[config.mk]
export PLATFORM = sky130hd
export DESIGN_NAME = mac_operand_loader
export DESIGN_NICKNAME = d
export VERILOG_FILES = /design/src/rtl/mac_operand_loader.sv
export SDC_FILE = /design/constraint.sdc
export NUM_CORES = 1
export LEC_CHECK = 0
export CAP_MARGIN = 20
export CORE_MARGIN = 5
export CORE_UTILIZATION = 55
export DETAILED_ROUTE_END_ITERATION = 10
export HOLD_SLACK_MARGIN = 0.1
export PLACE_DENSITY_LB_ADDON = 0.25
export SYNTH_ARGS = -nofsm -noshare
export SYNTH_HDL_FRONTEND = slang
export SYNTH_SLANG_ARGS = --single-unit
[constraint.sdc]
create_clock -name clk -period 5.4 [get_ports clk]
set_input_delay 1.08 -clock clk [delete_from_list [all_inputs] [get_ports clk]]
set_output_delay 1.08 -clock clk [all_outputs]
set_load 0.1 [all_outputs]
[src/rtl/mac_operand_loader.sv]
// Operand loader for the MAC datapath: collects A/B pairs into two banks,
// then replays them in index order with first/last markers and a done pulse.
module mac_operand_loader #(
    parameter int DW = 8,
    parameter int AW = 4
) (
    input  logic          clk,
    input  logic          reset,
    input  logic          in_valid,
    output logic          in_ready,
    input  logic [DW-1:0] in_a,
    input  logic [DW-1:0] in_b,
    input  logic          in_last,
    output logic          out_valid,
    input  logic          out_ready,
    output logic [AW-1:0] out_cnt,
    output logic [DW-1:0] out_a,
    output logic [DW-1:0] out_b,
    output logic          out_first,
    output logic          out_last,
    output logic          done,
    output logic [AW:0]   vec_len
);

    localparam int DEPTH = 2 ** AW;

    localparam logic [1:0] S_LOAD  = 2'd0;
    localparam logic [1:0] S_PRIME = 2'd1;
    localparam logic [1:0] S_PLAY  = 2'd2;
    localparam logic [1:0] S_DONE  = 2'd3;

    logic [1:0]    state;
    logic [AW-1:0] wr_ptr;
    logic [AW-1:0] rd_ptr;
    logic [AW-1:0] rd_nxt;
    logic [AW:0]   len;
    logic          in_fire;
    logic          out_fire;
    logic          at_last;

    logic [DW-1:0] bank_a [DEPTH];
    logic [DW-1:0] bank_b [DEPTH];

    // Handshake qualifiers; in_ready is held low while reset is applied.
    assign in_ready  = (state == S_LOAD) && !reset;
    assign out_valid = (state == S_PLAY);
    assign in_fire   = in_valid && in_ready;
    assign out_fire  = out_valid && out_ready;

    assign rd_nxt  = rd_ptr + AW'(1);
    assign at_last = ({1'b0, rd_ptr} == (len - (AW+1)'(1)));

    assign out_cnt   = rd_ptr;
    assign out_first = out_valid && (rd_ptr == '0);
    assign out_last  = out_valid && at_last;
    assign done      = (state == S_DONE);

    // Operand banks: written on input handshakes, never cleared.
    always_ff @(posedge clk) begin
        if (in_fire) begin
            bank_a[wr_ptr] <= in_a;
            bank_b[wr_ptr] <= in_b;
        end
    end

    // Load/replay sequencer with registered bank reads.
    always_ff @(posedge clk) begin
        if (reset) begin
            state   <= S_LOAD;
            wr_ptr  <= '0;
            rd_ptr  <= '0;
            len     <= '0;
            vec_len <= '0;
            out_a   <= '0;
            out_b   <= '0;
        end else begin
            unique case (state)
                S_LOAD: begin
                    if (in_fire) begin
                        wr_ptr <= wr_ptr + AW'(1);
                        if (in_last || wr_ptr == {AW{1'b1}}) begin
                            len   <= {1'b0, wr_ptr} + (AW+1)'(1);
                            state <= S_PRIME;
                        end
                    end
                end
                S_PRIME: begin
                    out_a  <= bank_a[0];
                    out_b  <= bank_b[0];
                    rd_ptr <= '0;
                    state  <= S_PLAY;
                end
                S_PLAY: begin
                    if (out_fire) begin
                        if (at_last) begin
                            state <= S_DONE;
                        end else begin
                            rd_ptr <= rd_nxt;
                            out_a  <= bank_a[rd_nxt];
                            out_b  <= bank_b[rd_nxt];
                        end
                    end
                end
                S_DONE: begin
                    vec_len <= len;
                    wr_ptr  <= '0;
                    state   <= S_LOAD;
                end
                default: state <= S_LOAD;
            endcase
        end
    end

endmodule

== Yosys cells after proc, flatten, opt, wreduce, memory -nomap -nowiden ==
Memory sizes are Yosys's and may differ from the RTL's.
Index checks and enable logic that the tools add are counted.
Word-level totals
  bits in registers: 36
  bits of input ports: 21
  memories kept: 2
  RAM bits: 256
  output and inout bits: 30
Memory list
  bank_a: depth 16, bits a word 8, rd ports 2, clocked after Yosys merged registers in 0, write ports 1, RTL line 41  | logic [DW-1:0] bank_a [DEPTH];
  bank_b: depth 16, bits a word 8, rd ports 2, clocked after Yosys merged registers in 0, write ports 1, RTL line 42  | logic [DW-1:0] bank_b [DEPTH];
Operators by class
  add/subtract/negate cells: 4
  reductions and logical operators: 15
  equality and inequality tests: 10
  mux-type cells: 18
Operators by type and width (number)
  2-to-1 mux 8 bit: 4
  case mux 8 bit (2 select lines): 2
  case mux 4 bit (2 select lines): 2
  2-to-1 mux 4 bit: 3
  adder 4 x 1 -> 4 bit (second input constant): 2
  2-to-1 mux 2 bit: 4
  case mux 2 bit (4 select lines): 1
  != test 2 x 1 -> 1 bit (second input constant): 3
  AND reduction 3 bit: 2
  adder 4 x 1 -> 5 bit (second input constant): 1
  == test 4 x 5 -> 1 bit: 1
  logical AND 1 bit: 5
  subtractor 5 x 1 -> 5 bit (second input constant): 1
  == test 2 bit (second input constant): 2
  == test 4 bit (second input constant): 1
  zero test 4 bit: 1
  != test 2 bit (second input constant): 2
  AND reduction 4 bit: 1
  nonzero test 2 bit: 2
  == test 2 x 1 -> 1 bit (second input constant): 1
  zero test 2 bit: 1
  2-to-1 mux 1 bit: 2
  AND reduction 2 bit: 1
  zero test 1 bit: 1
  logical OR 1 bit: 1

== Longest topological paths before layout ==
Gate-level depths: netlist (run 1).
  depth in word-level cells: 5
  mapped depth: 11
  mapped depth without buffers: 7

== Worst setup path before layout (run 1) ==
OpenSTA, ideal clock, no wires.
  path kind: reg-to-output
  start: register rd_ptr[0], in the netlist out_cnt[0]
  end: output port out_first
  arrival time: 3.894 ns
  path slack: 0.426 ns
  stages on the path, launching flop included: 8
  required time: 4.320 ns
  cell sequence: dfxtp_1 > buf_2 > buf_1 > inv_1 > clkbuf_1 > ha_1 > nand2_1 > nor3_1
Between the ends
  longest elaborated chain between the ends: 2
Ends and longest elaborated chain
  start: declaration: RTL line 34  | logic [AW-1:0] rd_ptr;
  start signal: assignment: RTL line 98  | rd_ptr <= rd_nxt;
  zero test 4 bit: RTL line 54  | assign out_first = out_valid && (rd_ptr == '0);
  logical AND 1 bit: RTL line 54
  end: declaration: RTL line 19  | output logic out_first,
Every way passes these cells.

== Worst setup path in the final report (run 1) ==
Same ends and word-level chain as after synthesis.

==> summary.txt, run 1 <==
Clocking
  – CTS root buf: clkbuf_16
  – Worst-Skew Late Latency: 0.55 ns
  – Sink Count: 292
  – CTS tree: yes
  – Num CTS Buffers: 29
  – Clock transition at path regs: about 0.060 ns
  – CTS Hold Buffers Added: 0
  – CTS resizes: 0
  – H-tree lvl count: 1
  – Setup Fix Bufs, Post-CTS: 0
  – CTS Buffer Depth: 3

Power
  – Combinational power share: 20.5%
  – Leak: 4.31 nW
  – Switching power: 1.76 mW
  – Sw Share: 30.6%
  – Maximum VDD drop: 0.622 mV
  – Clock share of power: about a third
  – Internal power: 4.00 mW
  – Flop pwr share: 46.1%
  – Power density over the cells: 428 nW/um^2

Synthesis
  – Async SR Flop Fraction: 0%
  – Syn. warnings: 0
  – Cell variety after synth: 47
  – Syn Nets: 698
  – Share of the yosys chip area belonging to registers: 72.3%
  – Synth Flop Type: edfxtp_1
  – EDFF count, synth: 256
  – Flops & latches, synth: 292
  – Avg Inst Size Synth: 17.5 um^2
  – Mapped Cells: 666
  – Mapped Area: about 12000 um^2

Floorplanning
  – Initial core utilization: roughly 56%
  – Core area: roughly 21000 um^2
  – Die Ht: between 150 and 200 um
  – Row cnt: between 50 and 60
  – DIE WIDTH: 155 um
  – Total die area: 24200 um^2
  – Top-level I/O count: 51

Cells and area
  – Final core utilization: approximately 64%
  – Leading cell type in the layout, fill and taps excluded: edfxtp_1
  – Area delta synth->final: 15.7%
  – Nets@finish: 768
  – Leading cell types in the layout, fill and taps excluded: 256 x edfxtp_1, 77 x nand2_1, 64 x mux4_2
  – Share of post-route cells with drive strength above 1: between 10% and 20%
  – Finished Cell Area: approximately 13000 um^2
  – Diode count: 0

Routing
  – Drt pass-1 iters: 5
  – WL met3: between 1500 and 2000 um
  – Met1 wire length: 10800 um
  – Max layer used: met4
  – Via/cell ratio: 6.26
  – DR WL met2: 12700 um
  – DRC violations left: 0
  – Routed vias: 6468
  – Initial drt markers: 585
  – Wire per inst: around 25 um
  – Final ANT Viol Nets: 0
  – WL final: 26300 um

Worst setup path
  – Crit path launch type: register
  – Critical Path Fanout Max: 19
  – CP peak stage delay: roughly 1.2 ns
  – Type of the worst setup path: register to primary output
  – Crit-path cells: inv_1, ha_4, nand2_1, nor3_1, clkdlybuf4s50_1
  – Worst path slowest cell: clkdlybuf4s50_1
  – WP data required: ~4.3 ns
  – Critical Path End Type: primary output
  – Worst Path Arrival: around 3.3 ns

STA
  – Fin crit share: approximately four fifths
  – Final TNS setup: 0 ns
  – Final Hold Vio Count: 0
  – Fmax: 229 MHz
  – Unrepaired setup endpoints after global routing: false
  – Slew margin rel.: ~22%
  – Worst Clk Skew: 0.0163 ns
  – Fin Hold WS: between 0.4 and 0.5 ns
  – Final setup fails: 0
  – Max-slew violations: 0
  – Slew @ Worst Pin: 1.16 ns
  – Fin worst setup slack: 1.02 ns
  – Tmin final: 4.38 ns

Placement
  – Cell Area, Placed: 12500 um^2
  – Final HPWL DP: 16100 um
  – GPL Wtd Cong: 0.795
  – Port bufs: 50
  – Pre-CTS setup slack: approximately 1.6 ns

Global routing
  – Vias in the first global route: 6571
  – Initial antenna violation count: 0
  – GRT Total Usage: 22.0%
  – Largest net degree at the start of global routing: 39
  – First-pass GRT wire length: 39800 um
  – Grt ovf: 0

Run
  – Total of max-cap violations: 0

Hold path
  – Worst hold path type: register to register

Outcome
  – Status: finished clean
==> metal layers <==
| layer | track usage, % | up-vias |
|---|---|---|
| met5 | 0 | - |
| met4 | 8.71 | 0 |
| met3 | 2.95 | 61 |
| met2 | 35.2 | 277 |
| met1 | 31.0 | 3352 |
| li1 | - | 2778 |
==> path summary, 6_finish.rpt <==
path              start         to  slack [ns]  depth (start not counted)
max          out_cnt[0]  out_first        1.02                          5
min            out_b[1]   out_b[1]        0.49                          1
max reg2reg  out_cnt[0]   out_b[5]        1.73                          8
min reg2reg    out_b[1]   out_b[1]        0.49                          1
==> worst max-delay path: cells and delay by family (launching register included) <==
kind / cells / cell delay [ns]
buffers and inverters: 2 / 1.84
flip-flops: 1 / 0.45
adder cells (fa/ha/maj): 1 / 0.23
AND/OR/NAND/NOR: 2 / 0.23
==> stage by stage <==
stage / power, mW / instances
after floorplan: 3.52 / 666
after global placement: 3.85 / 979
after detailed placement: 3.87 / 980
after CTS: 5.79 / 1034
after global routing: 5.94 / 1034
final: 5.76 / 1034
==> cell type report <==
class	count	area, um^2
Sequential cell	292	8410
Fill cell	1451	7490
Multi-Input combinational cell	328	3060
Clock buffer	44	832
Timing Repair Buffer	74	686
Tap cell	275	344
Clock inverter	10	92.6
Inverter	11	41.3
==> flip-flops by register name (all words and copies together), names as in the netlist <==
| name | cells |
|---|---|
| vec_len | 5 |
| state | 2 |
| out_cnt | 4 |
| bank_a | 128 |
| out_b | 8 |
| wr_ptr | 4 |
| len | 5 |
| bank_b | 128 |
| out_a | 8 |
==> cell usage after synthesis, types with 3 or more instances <==
library cell  number  area (um^2)
mux2i_1            7         70.1
mux4_2            64         1440
edfxtp_1         256         7690
a32o_1            16          160
ha_1              11          138
a21oi_1            8         40.0
buf_4              7         52.6
o21ai_0            6         30.0
clkbuf_1          11         41.3
buf_2             11         55.1
nand3_1           20          100
buf_1              5         18.8
a211oi_1           3         22.5
dfxtp_1           36          721
inv_1             11         41.3
nor2_1            47          176
nand4b_1           3         26.3
xor2_1             6         52.6
a31oi_1           17          106
nor3_1             8         40.0
nand2_1           77          289
==> cell families (layout without fill, tap and decap cells) <==
kind of cell             Yosys count  after routing  share of synthesized area (%)
AO/OA/AOI/OAI                     62             62                           4.04
adder cells (fa/ha/maj)           11             11                           1.18
XOR/XNOR                          10             10                          0.979
multiplexers                      72             72                           13.1
AND/OR/NAND/NOR                  173            173                           6.52
flip-flops                       292            292                           72.3
buffers and inverters             46            139                           1.89
==> power by group through the flow <==
| stage | Combinational [mW] | Clock [mW] | Sequential, mW |
|---|---|---|---|
| final | 1.18 | 1.93 | 2.65 |
| after global routing | 1.23 | 2.05 | 2.66 |
| after CTS | 1.18 | 1.96 | 2.65 |
| after detailed placement | 1.17 | 0 | 2.70 |
| after global placement | 1.15 | 0 | 2.69 |
| after floorplan | 0.469 | 0 | 3.05 |
(Power assumes the default switching activity.)
==> run 2, diff against run 1 <==
--- a/config.mk
+++ b/config.mk
@@ -7,7 +7,7 @@
 export LEC_CHECK = 0
 export CAP_MARGIN = 20
 export CORE_MARGIN = 5
-export CORE_UTILIZATION = 55
+export CORE_UTILIZATION = 54
 export DETAILED_ROUTE_END_ITERATION = 10
 export HOLD_SLACK_MARGIN = 0.1
 export PLACE_DENSITY_LB_ADDON = 0.25
==> constraint.sdc (replaced) <==
create_clock -name clk -period 3.9 [get_ports clk]
set_input_delay 0.78 -clock clk [delete_from_list [all_inputs] [get_ports clk]]
set_output_delay 0.78 -clock clk [all_outputs]
set_load 0.1 [all_outputs]
==> run 2 against run 1 <==
Against the previous run:
- sequential power increased by 38%
- clock-buffer cell count shrank 5
- sequential share of layout area barely moved
- cell area barely moved
- first-iteration DRC count is 1.2% higher
==> summary.txt, run 2 (synthesized netlist as in run 1, its figures left out) <==
Run
  – Total of max-cap violations: 0 (unchanged)

Routing
  – Final ANT Viol Nets: 0 (unchanged)
  – Via/cell ratio: 6.16 (was 6.26)
  – Routed vias: 6392 (was 6468)
  – Initial drt markers: 592 (was 585)
  – Drt pass-1 iters: 5 (unchanged)
  – DRC violations left: 0 (unchanged)
  – WL final: 25700 um (was 26300 um)
  – Wire per inst: 24.8 um (was 25.5 um)

Global routing
  – GRT Total Usage: 21.6% (was 22.0%)
  – Vias in the first global route: 6625 (was 6571)
  – Largest net degree at the start of global routing: 46 (was 39)
  – Initial antenna violation count: 0 (unchanged)
  – Grt ovf: 0 (unchanged)
  – First-pass GRT wire length: 39700 um (was 39800 um)

Worst setup path
  – CP peak stage delay: 0.63 ns (was 1.16 ns)
  – WP data required: 3.12 ns (was 4.32 ns)
  – Critical Path Fanout Max: 38 (was 19)
  – Most common cell on crit path: buf_4
  – Crit-path cells: buf_4, xor2_1, and3_1, o211a_4, buf_4 (was inv_1, ha_4, nand2_1, nor3_1, clkdlybuf4s50_1)
  – Worst Path Arrival: 2.65 ns (was 3.30 ns)
  – Buf/Inv on CP: 2 (unchanged)
  – Reg-to-reg slack, setup: 0.98 ns (was 1.73 ns)
  – Type of the worst setup path: register to primary output (unchanged)
  – Critical Path End Type: primary output (unchanged)
  – Crit path launch type: register (unchanged)
  – Worst path slowest cell: buf_4 (was clkdlybuf4s50_1)
  – Crit-path leading delay family: buffers and inverters (unchanged)

Clocking
  – CTS root buf: clkbuf_16 (unchanged)
  – Num CTS Buffers: 29 (unchanged)
  – Worst-Skew Late Latency: 0.53 ns (was 0.55 ns)
  – H-tree lvl count: 1 (unchanged)
  – Setup Fix Bufs, Post-CTS: 0 (unchanged)
  – CTS resizes: 0 (unchanged)
  – Clock transition at path regs: 0.06 ns (about the same)
  – CTS tree: yes (unchanged)
  – CTS Buffer Depth: 3 (unchanged)
  – Sink Count: 292 (unchanged)
  – CTS Hold Buffers Added: 0 (unchanged)

Cells and area
  – Area delta synth->final: 15.8% (was 15.7%)
  – Top Registers: bank_a x128, bank_b x128 (unchanged)
  – Finished Cell Area: 13500 um^2 (about the same)
  – Leading cell types in the layout, fill and taps excluded: 256 x edfxtp_1, 77 x nand2_1, 64 x mux4_2 (unchanged)
  – Diode count: 0 (unchanged)
  – Nets@finish: 772 (was 768)
  – Leading cell type in the layout, fill and taps excluded: edfxtp_1 (unchanged)
  – Final Instance Count excl. Fillers: 1037 (was 1034)
  – Share of post-route cells with drive strength above 1: 21.1% (was 19.8%)
  – Fillers: 1467 (was 1451)

Hold path
  – Worst hold path type: register to register (unchanged)

Floorplanning
  – Die Ht: 157 um (was 155 um)
  – Core area: 21100 um^2 (was 21000 um^2)
  – Total die area: 24600 um^2 (was 24200 um^2)
  – Initial core utilization: 55.2% (was 55.5%)
  – DIE WIDTH: 157 um (was 155 um)
  – Top-level I/O count: 51 (unchanged)
  – Row cnt: 53 (unchanged)

Power
  – Internal power: 5.50 mW (was 4.00 mW)
  – Sw Share: 30.1% (was 30.6%)
  – Power density over the cells: 584 nW/um^2 (was 428 nW/um^2)
  – Flop pwr share: 46.7% (was 46.1%)
  – Maximum VDD drop: 0.731 mV (was 0.622 mV)
  – Clock share of power: 33.1% (was 33.4%)
  – Combinational power share: 20.1% (was 20.5%)
  – Leak: 4.34 nW (was 4.31 nW)
  – Switching power: 2.36 mW (was 1.76 mW)

STA
  – Unrepaired setup endpoints after global routing: false (unchanged)
  – Final Hold Vio Count: 0 (unchanged)
  – Slew @ Worst Pin: 1.07 ns (was 1.16 ns)
  – Tmin final: 3.43 ns
  – Fin worst setup slack: 0.468 ns (was 1.02 ns)
  – Fin crit share: 88.0%
  – Fin Hold WS: 0.472 ns (was 0.490 ns)
  – Slew margin rel.: 28.3% (was 22.5%)
  – Fmax: 291 MHz
  – Max-slew violations: 0 (unchanged)
  – Final TNS setup: 0 ns (unchanged)
  – Worst Clk Skew: 0.00806 ns (was 0.0163 ns)
  – Final setup fails: 0 (unchanged)

Placement
  – Pre-CTS setup slack: 0.941 ns (was 1.58 ns)
  – Final HPWL DP: 15500 um (was 16100 um)
  – GPL Wtd Cong: 0.780 (was 0.795)
  – Port bufs: 50 (unchanged)
  – Placed cell count: 984 (was 980)
  – Cell Area, Placed: 12600 um^2 (was 12500 um^2)

Outcome
  – Status: finished clean (unchanged)
==> run 2: final timing paths <==
path / cells past startpoint / to / start
max reg2reg: 8 / out_a[6] / out_cnt[0]
max: 5 / out_last / out_cnt[0]
min: 1 / out_b[7] / out_b[7]
min reg2reg: 1 / out_b[7] / out_b[7]
==> run 2: per-layer routing <==
layer	vias up	track usage (%)	part of all wire, %
met2	264	37.1	51
met4	0	5.95	2.7
met1	3293	29.1	40
li1	2788	-	-
met3	47	3.21	7.1
met5	-	0	0
==> run 2: area by class of cell <==
type	count	area [um^2]	area share, %
clock inverter	14	101	0.753
timing repair buffer	78	706	5.24
clock buffer	39	803	5.96
tap	275	344	2.55
multi-input combinational	328	3060	22.7
inverter	11	41.3	0.307
sequential	292	8410	62.5
==> run 2: through the flow <==
stage,utilization (%),power (mW)
after global routing,63.9,8.16
after CTS,63.9,7.91
after global placement,59.6,5.29
after floorplan,-,4.87
after detailed placement,59.6,5.32
final,63.9,7.86
==> run 2: power by group through the flow <==
stage / combinational [mW] / sequential, mW / clock, mW
global placement: 1.56 / 3.73 / 0
finish: 1.58 / 3.67 / 2.60
detailed placement: 1.58 / 3.74 / 0
floorplan: 0.650 / 4.22 / 0
global route: 1.67 / 3.69 / 2.80
CTS: 1.59 / 3.67 / 2.65
==> run 2: worst register-to-register path: cells and delay by family (launching register included) <==
kind                       cells  cell delay [ns]
buffers and inverters          3             0.67
DFF                            1             0.57
muxes                          1             0.55
adders and majority gates      1             0.54
AOI/OAI and AO/OA              2             0.39
and+or+nand+nor                1             0.09
==> run 3, diff against run 2 <==
--- a/config.mk
+++ b/config.mk
@@ -7,7 +7,7 @@
 export LEC_CHECK = 0
 export CAP_MARGIN = 20
 export CORE_MARGIN = 5
-export CORE_UTILIZATION = 54
+export CORE_UTILIZATION = 55
 export DETAILED_ROUTE_END_ITERATION = 10
 export HOLD_SLACK_MARGIN = 0.1
 export PLACE_DENSITY_LB_ADDON = 0.25
==> constraint.sdc (replaced) <==
create_clock -name clk -period 3.66 [get_ports clk]
set_input_delay 0.732 -clock clk [delete_from_list [all_inputs] [get_ports clk]]
set_output_delay 0.732 -clock clk [all_outputs]
set_load 0.1 [all_outputs]
==> run 3 against run 2 <==
Against the previous run:
- clock skew rose by 0.013 ns
- core utilization rose by 0.27 points
- die area fell by 1.7%
- global-route usage rose by 0.40 points
- cell area fell by 0.20%
- clock power rose by 8.1%
- non-clock buffer count fell by 1
- clock-buffer cell count rose by 7
- register-to-register slack got worse by 0.14 ns
- sequential share of layout area rose by 0.13 points
- combinational power rose by 6%
==> summary.txt, run 3 (synthesized netlist as in run 1, its figures left out) <==
Floorplanning
  – Total die area: 24200 um^2 (was 24600 um^2)
  – DIE WIDTH: 155 um (was 157 um)
  – Initial core utilization: 55.5% (was 55.2%)
  – Row cnt: 53 (unchanged)
  – Top-level I/O count: 51 (unchanged)
  – Die Ht: 155 um (was 157 um)
  – Core area: 21000 um^2 (was 21100 um^2)

Power
  – Flop pwr share: 46.7% (about the same)
  – Leak: 4.33 nW (was 4.34 nW)
  – Switching power: 2.51 mW (was 2.36 mW)
  – Internal power: 5.91 mW (was 5.50 mW)
  – Power density over the cells: 626 nW/um^2 (was 584 nW/um^2)
  – Clock share of power: 33.4% (was 33.1%)
  – Maximum VDD drop: 0.485 mV (was 0.731 mV)
  – Sw Share: 29.8% (was 30.1%)
  – Combinational power share: 19.9% (was 20.1%)

Global routing
  – Initial antenna violation count: 0 (unchanged)
  – Vias in the first global route: 6588 (was 6625)
  – First-pass GRT wire length: 39800 um (was 39700 um)
  – Grt ovf: 0 (unchanged)
  – Largest net degree at the start of global routing: 55 (was 46)
  – GRT Total Usage: 22.0% (was 21.6%)

Clocking
  – CTS resizes: 0 (unchanged)
  – Worst-Skew Late Latency: 0.55 ns (was 0.53 ns)
  – Clock transition at path regs: 0.06 ns (about the same)
  – CTS tree: yes (unchanged)
  – CTS root buf: clkbuf_16 (unchanged)
  – Sink Count: 292 (unchanged)
  – CTS Buffer Depth: 3 (unchanged)
  – CTS Hold Buffers Added: 0 (unchanged)
  – Num CTS Buffers: 29 (unchanged)
  – H-tree lvl count: 1 (unchanged)
  – Setup Fix Bufs, Post-CTS: 0 (unchanged)

Cells and area
  – Area delta synth->final: 15.6% (was 15.8%)
  – Nets@finish: 771 (was 772)
  – Diode count: 0 (unchanged)
  – Leading cell types in the layout, fill and taps excluded: 256 x edfxtp_1, 77 x nand2_1, 64 x mux4_2 (unchanged)
  – Top Registers: bank_a x128, bank_b x128 (unchanged)
  – Share of post-route cells with drive strength above 1: 19.8% (was 21.1%)
  – Final Instance Count excl. Fillers: 1036 (was 1037)
  – Finished Cell Area: 13400 um^2 (was 13500 um^2)
  – Leading cell type in the layout, fill and taps excluded: edfxtp_1 (unchanged)

Placement
  – Pre-CTS setup slack: 0.826 ns (was 0.941 ns)
  – Placed cell count: 983 (was 984)
  – Final HPWL DP: 16500 um (was 15500 um)
  – Port bufs: 50 (unchanged)
  – GPL Wtd Cong: 0.850 (was 0.780)
  – Cell Area, Placed: 12500 um^2 (was 12600 um^2)

STA
  – Final Hold Vio Count: 0 (unchanged)
  – Tmin final: 3.23 ns
  – Slew @ Worst Pin: 1.06 ns (was 1.07 ns)
  – Unrepaired setup endpoints after global routing: false (unchanged)
  – Worst Clk Skew: 0.0212 ns (was 0.00806 ns)
  – Fin crit share: 88.2%
  – Fmax: 310 MHz
  – Slew margin rel.: 28.8% (was 28.3%)
  – Max-slew violations: 0 (unchanged)
  – Fin worst setup slack: 0.432 ns (was 0.468 ns)
  – Final setup fails: 0 (unchanged)
  – Final TNS setup: 0 ns (unchanged)

Worst setup path
  – Type of the worst setup path: register to primary output (unchanged)
  – WP data required: 2.93 ns (was 3.12 ns)
  – Crit path launch type: register (unchanged)
  – R2R depth: 6 (was 8)
  – Critical Path Fanout Max: 54 (was 38)
  – Reg-to-reg slack, setup: 0.84 ns (was 0.98 ns)
  – R2R Path Start: out_cnt[0] (unchanged)
  – Worst r2r dst: out_b[0] (was out_a[6])
  – Worst Path Arrival: 2.50 ns (was 2.65 ns)
  – Critical Path End Type: primary output (unchanged)

Run
  – Total of max-cap violations: 0 (unchanged)

Hold path
  – Hold path start: vec_len[2] (was out_b[7])
  – Hold depth: 2 (was 1)
  – Worst hold endpoint: vec_len[2] (was out_b[7])
  – Worst hold path type: register to register (unchanged)

Routing
  – DRC violations left: 0 (unchanged)
  – Final ANT Viol Nets: 0 (unchanged)
  – WL final: 25800 um (was 25700 um)
  – Drt pass-1 iters: 7 (was 5)
  – Initial drt markers: 540 (was 592)
  – Via/cell ratio: 6.20 (was 6.16)
  – Wire per inst: 24.9 um (was 24.8 um)
  – Routed vias: 6424 (was 6392)

Outcome
  – Status: finished clean (unchanged)
[run 3: cell types whose count changed in the layout (fill, tap and decap cells not counted), moves of 2 or more]
cell | previous run | this run
clkbuf_1 | 6 | 15
clkbuf_8 | 4 | 2
clkinv_1 | 5 | 3
clkinv_2 | 4 | 1
clkinv_4 | 2 | 0
clkinvlp_4 | 2 | 0
nor2_1 | 39 | 42
nor2_2 | 8 | 5
[run 3: power groups by stage]
stage	clock, mW	combinational (mW)	sequential (mW)
4_1_cts	2.85	1.68	3.92
5_1_grt	3.00	1.77	3.94
2_1_floorplan	0	0.692	4.50
3_3_place_gp	0	1.65	3.99
3_5_place_dp	0	1.67	3.99
6_report	2.81	1.68	3.93
[run 3: worst max path at each step]
stage,from,endpoint,slack (ns),cells past startpoint
final,out_cnt[0],out_last,0.43,5
after global routing,out_cnt[0],out_last,0.24,5
after CTS,out_cnt[0],out_last,0.35,5
after detailed placement,out_cnt[0],out_b[0],0.83,6
after global placement,out_cnt[0],out_b[2],0.84,8
after floorplan,state[0],out_first,0.04,5
[run 3: worst max-delay path, stage by stage (launching register included)]
cell	delay (ns)
dfxtp_4	0.36
buf_4	0.69
xor2_1	0.22
and3_1	0.19
o211a_4	0.19
buf_4	0.30
[run 3: area by class of cell]
| type | instances | area (um^2) |
|---|---|---|
| Clock buffer | 46 | 810 |
| Timing Repair Buffer | 77 | 696 |
| Multi-Input combinational cell | 328 | 3050 |
| Sequential cell | 292 | 8410 |
| Clock inverter | 7 | 85.1 |
| Tap cell | 275 | 344 |
| Fill cell | 1485 | 7510 |
| Inverter | 11 | 41.3 |
[run 3: metal layers]
| layer | routed length [um] | GRT usage [%] | part of all wire [%] | up-vias |
|---|---|---|---|---|
| li1 | - | - | - | 2781 |
| met1 | 10700 | 30.4 | 41 | 3350 |
| met2 | 12600 | 36.2 | 49 | 255 |
| met3 | 1910 | 4.45 | 7.4 | 38 |
| met4 | 595 | 5.79 | 2.3 | 0 |
| met5 | 0 | 0 | 0 | - |
[run 3: stage by stage]
| stage | hold WS, ns | total power [mW] | utilization, % |
|---|---|---|---|
| final | 0.499 | 8.42 | 64.1 |
| after global routing | 0.524 | 8.71 | 64.1 |
| after CTS | 0.503 | 8.45 | 64.1 |
| after detailed placement | 0.490 | 5.67 | 59.9 |
| after global placement | 0.477 | 5.63 | 59.9 |
| after floorplan | 0.479 | 5.19 | - |
